$ cat src/rtl/crem_cmd_pkg.sv
// Shared definitions for the command responder: opcodes, FSM state encoding
// and the ALU function field width.
package crem_cmd_pkg;

  localparam logic [7:0] OP_WR       = 8'hAA;
  localparam logic [7:0] OP_RD       = 8'hBB;
  localparam logic [7:0] OP_ALU      = 8'hCC;
  localparam logic [7:0] OP_ALU_RF01 = 8'hDD;

  localparam int ALU_FUN_W = 4;

  typedef enum logic [3:0] {
    IDLE,
    WR_ADDR,
    WR_DATA,
    RD_ADDR,
    ALU_A,
    ALU_B,
    ALU_FUN,
    RF_RD,
    RF_RD2,
    ALU_RUN,
    RESP_LO,
    RESP_HI
  } state_e;

endpackage

$ cat src/rtl/crem_resp_ser.sv
// Response byte holder: keeps tx_valid/tx_data steady until the sink accepts,
// and lets the controller queue the next byte or abort the pending one.
module crem_resp_ser #(
  parameter int DATA_W = 8
) (
  input  logic              clk,
  input  logic              rst,
  input  logic              abort,
  input  logic              load,
  input  logic [DATA_W-1:0] load_data,
  input  logic              tx_ready,
  output logic [DATA_W-1:0] tx_data,
  output logic              tx_valid,
  output logic              accepted
);

  logic [DATA_W-1:0] tx_data_q, tx_data_d;
  logic              tx_valid_q, tx_valid_d;

  assign accepted = tx_valid_q & tx_ready;

  // Next-byte selection: abort beats a new load, a new load beats acceptance.
  always_comb begin
    tx_data_d  = tx_data_q;
    tx_valid_d = tx_valid_q;
    if (abort) begin
      tx_valid_d = 1'b0;
      tx_data_d  = '0;
    end else if (load) begin
      tx_valid_d = 1'b1;
      tx_data_d  = load_data;
    end else if (accepted) begin
      tx_valid_d = 1'b0;
    end else begin
      tx_valid_d = tx_valid_q;
    end
  end

  always_ff @(posedge clk) begin
    if (rst) begin
      tx_data_q  <= '0;
      tx_valid_q <= 1'b0;
    end else begin
      tx_data_q  <= tx_data_d;
      tx_valid_q <= tx_valid_d;
    end
  end

  assign tx_data  = tx_data_q;
  assign tx_valid = tx_valid_q;

endmodule

$ cat src/rtl/crem_cmd_responder.sv
// Byte-command responder: decodes write/read/ALU commands into register-file and
// ALU strobes and returns results. Define CREM_CMD_TIMEOUT_EN for the inter-byte timeout.
module crem_cmd_responder
  import crem_cmd_pkg::*;
#(
  parameter int DATA_W         = 8,
  parameter int ADDR_W         = 4,
  parameter int TIMEOUT_CYCLES = 4096
) (
  input  logic                 clk,
  input  logic                 rst,
  input  logic [DATA_W-1:0]    rx_data,
  input  logic                 rx_valid,
  input  logic                 rx_err,
  output logic [ADDR_W-1:0]    rf_addr,
  output logic                 rf_wr_en,
  output logic [DATA_W-1:0]    rf_wr_data,
  output logic                 rf_rd_en,
  input  logic [DATA_W-1:0]    rf_rd_data,
  input  logic                 rf_rd_valid,
  output logic [DATA_W-1:0]    alu_a,
  output logic [DATA_W-1:0]    alu_b,
  output logic [ALU_FUN_W-1:0] alu_fun,
  output logic                 alu_en,
  input  logic [2*DATA_W-1:0]  alu_out,
  input  logic                 alu_valid,
  output logic [DATA_W-1:0]    tx_data,
  output logic                 tx_valid,
  input  logic                 tx_ready
);

  if (DATA_W < 8 || TIMEOUT_CYCLES < 1) begin : g_bad_params
    $error("crem_cmd_responder: DATA_W must be >= 8 and TIMEOUT_CYCLES >= 1");
  end

  state_e                state_q, state_d;
  logic [ADDR_W-1:0]     rf_addr_q, rf_addr_d, addr_a_q, addr_a_d, addr_b_q, addr_b_d;
  logic [DATA_W-1:0]     rf_wr_data_q, rf_wr_data_d, alu_a_q, alu_a_d, alu_b_q, alu_b_d;
  logic [DATA_W-1:0]     hi_q, hi_d, ser_byte_s;
  logic [ALU_FUN_W-1:0]  alu_fun_q, alu_fun_d;
  logic                  rf_wr_en_q, rf_wr_en_d, rf_rd_en_q, rf_rd_en_d, alu_en_q, alu_en_d;
  logic                  alu_cmd_q, alu_cmd_d, two_q, two_d;
  logic                  ser_load_s, ser_abort_s, ser_accepted_s, timeout_s;

`ifdef CREM_CMD_TIMEOUT_EN
  localparam int CNT_W = $clog2(TIMEOUT_CYCLES + 1);
  logic [CNT_W-1:0] cnt_q, cnt_d;

  // Inter-byte idle counter, saturating at the timeout value.
  always_comb begin
    if (rx_valid) begin
      cnt_d = '0;
    end else if (cnt_q == CNT_W'(TIMEOUT_CYCLES)) begin
      cnt_d = cnt_q;
    end else begin
      cnt_d = cnt_q + CNT_W'(1);
    end
  end

  always_ff @(posedge clk) begin
    if (rst) cnt_q <= '0;
    else     cnt_q <= cnt_d;
  end

  assign timeout_s = (cnt_q == CNT_W'(TIMEOUT_CYCLES));
`else
  assign timeout_s = 1'b0;
`endif

  always_comb begin
    state_d      = state_q;
    rf_addr_d    = rf_addr_q;
    rf_wr_data_d = rf_wr_data_q;
    alu_a_d      = alu_a_q;
    alu_b_d      = alu_b_q;
    alu_fun_d    = alu_fun_q;
    addr_a_d     = addr_a_q;
    addr_b_d     = addr_b_q;
    alu_cmd_d    = alu_cmd_q;
    two_d        = two_q;
    hi_d         = hi_q;
    rf_wr_en_d   = 1'b0;
    rf_rd_en_d   = 1'b0;
    alu_en_d     = 1'b0;
    ser_load_s   = 1'b0;
    ser_byte_s   = '0;
    ser_abort_s  = 1'b0;
    if (rx_valid && rx_err) begin
      state_d     = IDLE;
      ser_abort_s = 1'b1;
    end else if (timeout_s && (state_q inside {WR_ADDR, WR_DATA, RD_ADDR, ALU_A, ALU_B, ALU_FUN})) begin
      state_d = IDLE;
    end else begin
      case (state_q)
        IDLE: begin
          if (rx_valid) begin
            case (rx_data[7:0])
              OP_WR:  state_d = WR_ADDR;
              OP_RD:  state_d = RD_ADDR;
              OP_ALU: state_d = ALU_A;
              OP_ALU_RF01: begin
                addr_a_d = '0;
                addr_b_d = ADDR_W'(1);
                state_d  = ALU_FUN;
              end
              default: state_d = IDLE;
            endcase
          end else begin
            state_d = IDLE;
          end
        end
        WR_ADDR: begin
          if (rx_valid) begin
            rf_addr_d = rx_data[ADDR_W-1:0];
            state_d   = WR_DATA;
          end else begin
            state_d = WR_ADDR;
          end
        end
        WR_DATA: begin
          if (rx_valid) begin
            rf_wr_data_d = rx_data;
            rf_wr_en_d   = 1'b1;
            state_d      = IDLE;
          end else begin
            state_d = WR_DATA;
          end
        end
        RD_ADDR: begin
          if (rx_valid) begin
            rf_addr_d  = rx_data[ADDR_W-1:0];
            rf_rd_en_d = 1'b1;
            alu_cmd_d  = 1'b0;
            state_d    = RF_RD;
          end else begin
            state_d = RD_ADDR;
          end
        end
        ALU_A: begin
          if (rx_valid) begin
            addr_a_d = rx_data[ADDR_W-1:0];
            state_d  = ALU_B;
          end else begin
            state_d = ALU_A;
          end
        end
        ALU_B: begin
          if (rx_valid) begin
            addr_b_d = rx_data[ADDR_W-1:0];
            state_d  = ALU_FUN;
          end else begin
            state_d = ALU_B;
          end
        end
        ALU_FUN: begin
          if (rx_valid) begin
            alu_fun_d  = rx_data[ALU_FUN_W-1:0];
            rf_addr_d  = addr_a_q;
            rf_rd_en_d = 1'b1;
            alu_cmd_d  = 1'b1;
            state_d    = RF_RD;
          end else begin
            state_d = ALU_FUN;
          end
        end
        // From here on incoming bytes are dropped until the response is out.
        RF_RD: begin
          if (rf_rd_valid && alu_cmd_q) begin
            alu_a_d    = rf_rd_data;
            rf_addr_d  = addr_b_q;
            rf_rd_en_d = 1'b1;
            state_d    = RF_RD2;
          end else if (rf_rd_valid) begin
            ser_load_s = 1'b1;
            ser_byte_s = rf_rd_data;
            two_d      = 1'b0;
            state_d    = RESP_LO;
          end else begin
            state_d = RF_RD;
          end
        end
        RF_RD2: begin
          if (rf_rd_valid) begin
            alu_b_d  = rf_rd_data;
            alu_en_d = 1'b1;
            state_d  = ALU_RUN;
          end else begin
            state_d = RF_RD2;
          end
        end
        ALU_RUN: begin
          if (alu_valid) begin
            ser_load_s = 1'b1;
            ser_byte_s = alu_out[DATA_W-1:0];
            hi_d       = alu_out[2*DATA_W-1:DATA_W];
            two_d      = 1'b1;
            state_d    = RESP_LO;
          end else begin
            state_d = ALU_RUN;
          end
        end
        RESP_LO: begin
          if (ser_accepted_s && two_q) begin
            ser_load_s = 1'b1;
            ser_byte_s = hi_q;
            state_d    = RESP_HI;
          end else if (ser_accepted_s) begin
            state_d = IDLE;
          end else begin
            state_d = RESP_LO;
          end
        end
        RESP_HI: begin
          if (ser_accepted_s) state_d = IDLE;
          else                state_d = RESP_HI;
        end
        default: state_d = IDLE;
      endcase
    end
  end

  always_ff @(posedge clk) begin
    if (rst) begin
      state_q      <= IDLE;
      rf_addr_q    <= '0;
      rf_wr_data_q <= '0;
      alu_a_q      <= '0;
      alu_b_q      <= '0;
      alu_fun_q    <= '0;
      addr_a_q     <= '0;
      addr_b_q     <= '0;
      alu_cmd_q    <= 1'b0;
      two_q        <= 1'b0;
      hi_q         <= '0;
      rf_wr_en_q   <= 1'b0;
      rf_rd_en_q   <= 1'b0;
      alu_en_q     <= 1'b0;
    end else begin
      state_q      <= state_d;
      rf_addr_q    <= rf_addr_d;
      rf_wr_data_q <= rf_wr_data_d;
      alu_a_q      <= alu_a_d;
      alu_b_q      <= alu_b_d;
      alu_fun_q    <= alu_fun_d;
      addr_a_q     <= addr_a_d;
      addr_b_q     <= addr_b_d;
      alu_cmd_q    <= alu_cmd_d;
      two_q        <= two_d;
      hi_q         <= hi_d;
      rf_wr_en_q   <= rf_wr_en_d;
      rf_rd_en_q   <= rf_rd_en_d;
      alu_en_q     <= alu_en_d;
    end
  end

  crem_resp_ser #(.DATA_W(DATA_W)) u_resp_ser (
    .clk       (clk),
    .rst       (rst),
    .abort     (ser_abort_s),
    .load      (ser_load_s),
    .load_data (ser_byte_s),
    .tx_ready  (tx_ready),
    .tx_data   (tx_data),
    .tx_valid  (tx_valid),
    .accepted  (ser_accepted_s)
  );

  assign rf_addr    = rf_addr_q;
  assign rf_wr_en   = rf_wr_en_q;
  assign rf_wr_data = rf_wr_data_q;
  assign rf_rd_en   = rf_rd_en_q;
  assign alu_a      = alu_a_q;
  assign alu_b      = alu_b_q;
  assign alu_fun    = alu_fun_q;
  assign alu_en     = alu_en_q;

endmodule

$ cat config.mk
export PLATFORM = sky130hd
export DESIGN_NAME = crem_cmd_responder
export DESIGN_NICKNAME = d
export VERILOG_FILES = /design/src/rtl/crem_cmd_pkg.sv /design/src/rtl/crem_resp_ser.sv /design/src/rtl/crem_cmd_responder.sv
export SDC_FILE = /design/constraint.sdc
export NUM_CORES = 1
export LEC_CHECK = 0
export ABC_AREA = 1
export CAP_MARGIN = 30
export CORE_MARGIN = 1
export CORE_UTILIZATION = 44
export DETAILED_ROUTE_END_ITERATION = 8
export MAX_ROUTING_LAYER = met4
export PLACE_DENSITY = 0.81
export REMOVE_ABC_BUFFERS = 1
export SLEW_MARGIN = 30
export SYNTH_ARGS = -nofsm -noshare
export SYNTH_HDL_FRONTEND = slang
export SYNTH_SLANG_ARGS = --single-unit
export TNS_END_PERCENT = 30
$ cat constraint.sdc
create_clock -name clk -period 1.57 [get_ports clk]
set_clock_uncertainty 0.15 [all_clocks]
set_input_delay 0.314 -clock clk [delete_from_list [all_inputs] [get_ports clk]]
set_output_delay 0.314 -clock clk [all_outputs]
set_load 0.02 [all_outputs]
==> run metrics, run 1 <==
vias=3826; Nets=around 690; CP Data Arrival Time=~1.8 ns; fin cells=between 700 and 800; Critical-path top delay cell=dfxtp_4; type of the worst setup path=reg -> reg; startpoint types=flop; clock latency at the later pin of the worst-skew pair=~0.35 ns; Die W=~90 um; Detail Route Antenna Nets=0; Commonest cells post-synth=nand2_1, nor2_1, dfxtp_1; ANT cells=0; failing checks=setup timing; HP Class=reg -> reg; routed length per placed instance=14.2 um; Syn Area/Cell=6.43 um2; Post-Synth Simple-Gate Area=0.421; CTS clk-pin slew, worst paths=approximately 0.08 ns; Compound-Gate Fraction of Synth Area=0.0877; Max Cap Viol=0; Hold Violations, Final=0; initial antenna violation count=0; RSZ-0062 raised after global routing=yes; post-synthesis sequential area ratio=0.406; CTS tree=built; initial core utilization=0.466; wire length on met1=4520 um; slew at the pin with the worst max-slew slack=0.399 ns; CP cell instances=buf_6, nor2_4, buf_6, nand3_1, a21oi_1, nor2_1, a21oi_1; placed cell areas=around 0.0045 mm2; core box area=approximately 0.007 mm2; clock buffer count from CTS=9; Synth Register Bits=66; clock sink total=66; CP endpoint kind=flop; Final Wtd Congestion=roughly 0.9; design area=0.00496 mm2; most frequent cell after synthesis=nand2_1; hold_sp=addr_b_q[0]; # hold bufs at CTS=0; maximum clock path buffer count=2; yosys synthesis warning count=0; post-synthesis async set-or-reset flop share=0; Yosys cell types=24; maximum vdd ir drop=roughly 0.45 mV; power per cell area=between 700 and 800 mW/mm2; Main synth FF type=dfxtp_1; Area growth syn-to-layout=52.7%; TNS Setup=-0.197 ns; setup ws final=-0.125 ns; relative slew slack=0.734; vias per cell=between 5 and 6; RR Endpoint=state_q[1]; vias in the first global route=3673; die extent in y=approximately 90 um; drt initial violations=around 310; global-route wire length before repair=around 16000 um; status=complete, but fails checks; total grt overflow=0; Pleak=2.61 nW; share of the synthesized area in the top cell type=0.406; Hold EP=addr_b_q[0]; largest area contributor in the netlist=dfxtp_1; hold path depth=2; placed insts=roughly 730; main combinational cell family by area after synthesis=simple AND/OR/NAND/NOR gates; Post-synth EDFFs=0; worst path bufs/invs=2; mux share of post-synthesis cell area=0; Final period util=1.08; total track usage=0.286; Final Routed Wirelength=10600 um; DR WL met2=approximately 5300 um; share of cells above drive strength 1=0.226; clock period minus final worst setup slack=between 1.5 and 2 ns; fillers=around 600; R2R Path Start=state_q[2]; CP top delay family=compound AO/OA/AOI/OAI gates; adder and majority gate portion of the synthesized area=0; uppermost layer routed=met4; fmax=590 MHz; root buf cell=clkbuf_8; final count of pins violating max slew=0; first drt pass iteration count=5; Worst Path Required=between 1.5 and 2 ns; FF-to-FF setup slack=-0.12 ns; port bufs=between 80 and 90; die area=between 0.007 and 0.008 mm2; DRC viols=0; Worst Path Max Fanout=5; I/O pin total=83; Gate Count Post-Synth=a little over 500; synth top area cells=dfxtp_1, nand2_1, nor2_1, nand3_1, inv_1; Crit path largest cell delay=0.37 ns; Mapped Area=~0.0033 mm2; largest net degree at the start of global routing=18; HPWL Detailed=roughly 7400 um; met3 WL post-DR=a little under 600 um; Setup-failing EPs final=2; row count=30; Post-Synth XOR/XNOR Area=0; R2R cell count=7; H-tree depth=3
==> worst max path at each step <==
stage	startpoint	endpoint	slack [ns]	depth (start not counted)
global route	state_q[2]	state_q[1]	-0.12	7
detailed placement	rx_valid	alu_b[6]	-0.39	7
finish	state_q[2]	state_q[1]	-0.12	7
global placement	rx_err	alu_b[7]	-0.35	7
floorplan	state_q[2]	rf_addr[0]	-0.19	9
CTS	state_q[2]	two_q	-0.07	10
==> cells in the final DEF (no fill, tap or decap), drive strengths merged <==
master,synthesis,final
a22oi,1,1
bufinv,0,2
o22ai,2,2
dfxtp,66,66
nor2,127,127
buf,8,59
clkinv,1,4
dlygate4sd2,0,44
clkinvlp,0,1
inv,53,52
clkdlybuf4s50,0,35
o21ai,28,28
nor3,1,1
dlymetal6s2s,0,3
nand4,2,2
nand2,141,142
nand3,47,47
a21oi,25,25
clkbuf,4,10
==> cell type report <==
| class | instances | area, um2 | share of cell area |
|---|---|---|---|
| Timing Repair Buffer | 141 | 1240 | 0.249 |
| Inverter | 54 | 213 | 0.0428 |
| Tap cell | 96 | 120 | 0.0242 |
| Sequential cell | 66 | 1330 | 0.269 |
| Clock inverter | 5 | 78.8 | 0.0159 |
| Multi-Input combinational cell | 375 | 1840 | 0.371 |
| Clock buffer | 10 | 138 | 0.0277 |
==> state kept, by name, summed over array words and instances (netlist names), 4 cells and up <==
register            flops
alu_a                   8
alu_b                   8
hi_q                    8
rf_wr_data              8
u_resp_ser.tx_data      8
addr_a_q                4
addr_b_q                4
alu_fun                 4
rf_addr                 4
state_q                 4
==> report_power, final <==
part | switching, mW | internal [mW]
Combinational | 0.142 | 0.157
Sequential | 0.000898 | 1.67
Clock | 0.677 | 0.926
==> repair_timing <==
item	4_1_cts	5_1_grt
pin swaps	0	23
setup buffers	0	3
setup endpoints to repair	88	60
gates cloned	0	2
gates resized for setup	55	61
==> tightest hold or removal path, cell delays in order (launching register included) <==
cell and delay (ns):
dfxtp_1 0.32, inv_1 0.05, a21oi_1 0.05
==> logic make-up after synthesis <==
logic type             Yosys count
buffers and inverters           66
AO/OA/AOI/OAI                   56
flip-flops                      66
AND/OR/NAND/NOR                318
==> per-stage QoR <==
| stage | util | hold slack [ns] | power, mW | setup WS, ns |
|---|---|---|---|---|
| floorplan | - | 0.233 | 1.78 | -0.192 |
| global placement | 0.649 | 0.289 | 2.00 | -0.350 |
| detailed placement | 0.649 | 0.306 | 2.00 | -0.390 |
| CTS | 0.674 | 0.313 | 3.57 | -0.0711 |
| global route | 0.711 | 0.333 | 3.67 | -0.123 |
| finish | 0.711 | 0.311 | 3.57 | -0.125 |
==> metal layers <==
metal / up-vias / GRT usage
li1: 1860 / -
met1: 1789 / 0.344
met3: 28 / 0.0434
met5: - / -
met4: 0 / 0.119
met2: 149 / 0.475
Note: power is estimated with default switching activity, not from simulation.
==> run 2: changes to the inputs <==
--- a/config.mk
+++ b/config.mk
@@ -7,11 +7,10 @@
 export LEC_CHECK = 0
 export ABC_AREA = 1
 export CAP_MARGIN = 30
-export CORE_MARGIN = 1
-export CORE_UTILIZATION = 44
+export CORE_UTILIZATION = 49
 export DETAILED_ROUTE_END_ITERATION = 8
 export MAX_ROUTING_LAYER = met4
-export PLACE_DENSITY = 0.81
+export PLACE_DENSITY = 0.85
 export REMOVE_ABC_BUFFERS = 1
 export SLEW_MARGIN = 30
 export SYNTH_ARGS = -nofsm -noshare
==> constraint.sdc (replaced) <==
create_clock -name clk -period 1.7 [get_ports clk]
set_clock_uncertainty 0.15 [all_clocks]
set_input_delay 0.34 -clock clk [delete_from_list [all_inputs] [get_ports clk]]
set_output_delay 0.34 -clock clk [all_outputs]
set_load 0.02 [all_outputs]
==> run metrics, run 2 (synthesized netlist as in run 1, its figures left out) <==
power per cell area=~690 mW/mm2; clock latency at the later pin of the worst-skew pair=0.34 ns; Final period util=1.00; RR Endpoint=alu_b[1]; clock buffer count from CTS=9; global-route wire length before repair=roughly 16000 um; total grt overflow=0; Nets=approximately 680; Final Wtd Congestion=0.991; final count of pins violating max slew=0; HP Class=reg -> reg; vias=~3700; relative slew slack=0.778; Tot Pwr=roughly 3.2 mW; vias per cell=around 5.1; Critical-path top delay cell=clkdlybuf4s50_1; type of the worst setup path=in -> reg; CP cell instances=clkdlybuf4s50_1, nand2_1, inv_1, nor2_4, buf_4, o21ai_0, nor2_1; # hold bufs at CTS=0; row count=29; placed insts=slightly below 700; first drt pass iteration count=5; initial antenna violation count=0; total track usage=0.287; startpoint types=input port; FF-to-FF setup slack=0.06 ns; failing checks=setup timing; core box area=approximately 0.0064 mm2; CTS tree=built; Crit path largest cell delay=approximately 0.52 ns; maximum clock path buffer count=2; port bufs=82; root buf cell=clkbuf_8; status=complete, but fails checks; die area=0.00697 mm2; Detail Route Antenna Nets=0; drt initial violations=between 200 and 250; largest net degree at the start of global routing=37; I/O pin total=just over 80; Area growth syn-to-layout=42.8%; Hold Violations, Final=0; ANT cells=0; hold_sp=addr_b_q[0]; routed length per placed instance=between 10 and 15 um; setup ws final=-0.00169 ns; CP Data Arrival Time=between 1.5 and 2 ns; clock period minus final worst setup slack=1.70 ns; fmax=roughly 590 MHz; Hold EP=addr_b_q[0]; clock sink total=between 60 and 70; die extent in y=around 83 um; initial core utilization=0.509; most frequent cells in the layout=nand2_1, nor2_1, dfxtp_1; DRC viols=0; worst slack, placed=-0.293 ns; slew at the pin with the worst max-slew slack=about 0.33 ns; R2R Path Start=state_q[0]; RSZ-0062 raised after global routing=yes; Setup-failing EPs final=1; Final Routed Wirelength=9620 um; Die W=approximately 83 um; share of cells above drive strength 1=0.156; Pleak=between 2 and 2.5 nW; CP endpoint kind=flop; commonest non-fill, non-tap cell in the layout=nand2_1; fin cells=718; R2R cell count=6; Final Hold Slack=between 0.3 and 0.4 ns; Worst Path Required=between 1.5 and 2 ns; Worst Path Max Fanout=6; vias in the first global route=3350; hold path depth=2; CTS clk-pin slew, worst paths=~0.08 ns; HPWL Detailed=between 6000 and 7000 um; Max Cap Viol=0; maximum vdd ir drop=around 0.54 mV; H-tree depth=3
-- run 2: power breakdown --
group | internal, mW | switching, mW | total (mW)
sequential | 1.55 | 0.000792 | 1.55
combinational | 0.136 | 0.121 | 0.257
clock | 0.733 | 0.674 | 1.41
total | 2.41 | 0.795 | 3.21
-- run 2: repair_timing --
item | CTS | global route
hold endpoints to repair | 0 | 0
buffers inserted | 0 | 5
gates resized for setup | 45 | 8
cloned | 0 | 1
setup endpoints to repair | 46 | 41
pin swaps | 0 | 5
-- run 2: routing by layer --
layer / global-route usage / part of all wire / vias up
li1: - / - / 1841
met1: 0.360 / 0.43 / 1648
met2: 0.475 / 0.49 / 155
met3: 0.0406 / 0.061 / 22
met4: 0.105 / 0.019 / 0
met5: - / 0 / -
-- run 2: per-stage QoR --
step | utilization | cell area, um2 | TNS [ns]
2_1_floorplan | - | 3180 | -0.348
3_3_place_gp | 0.694 | 4430 | -8.31
3_5_place_dp | 0.694 | 4430 | -10.99
4_1_cts | 0.718 | 4590 | 0
5_1_grt | 0.727 | 4640 | -0.0782
6_report | 0.727 | 4640 | -0.00169
-- run 2: worst max-delay path, delay by kind of cell --
family	cells	cell delay, ns
compound gates	1	0.20
buf+inv	3	0.93
simple gates	3	0.32
-- run 2: worst max-delay path by stage --
stage | slack (ns) | end | startpoint
floorplan | -0.06 | rf_addr[0] | state_q[2]
detailed placement | -0.29 | alu_b[2] | rx_valid
finish | -0.002 | alu_b[1] | rx_valid
global placement | -0.23 | alu_b[0] | rx_valid
global route | -0.02 | rf_addr[3] | state_q[2]
CTS | 0.009 | alu_a[2] | state_q[3]
-- run 2: area by class of cell --
cell class              count  area [um2]
fillers                   533        1740
well taps                  77        96.3
flip-flops and latches     66        1330
clock buffers              10         138
repair inverters            1        7.51
clock inverters             6        72.6
multi-input cells         374        1660
inverters                  54         206
repair buffers            130        1140
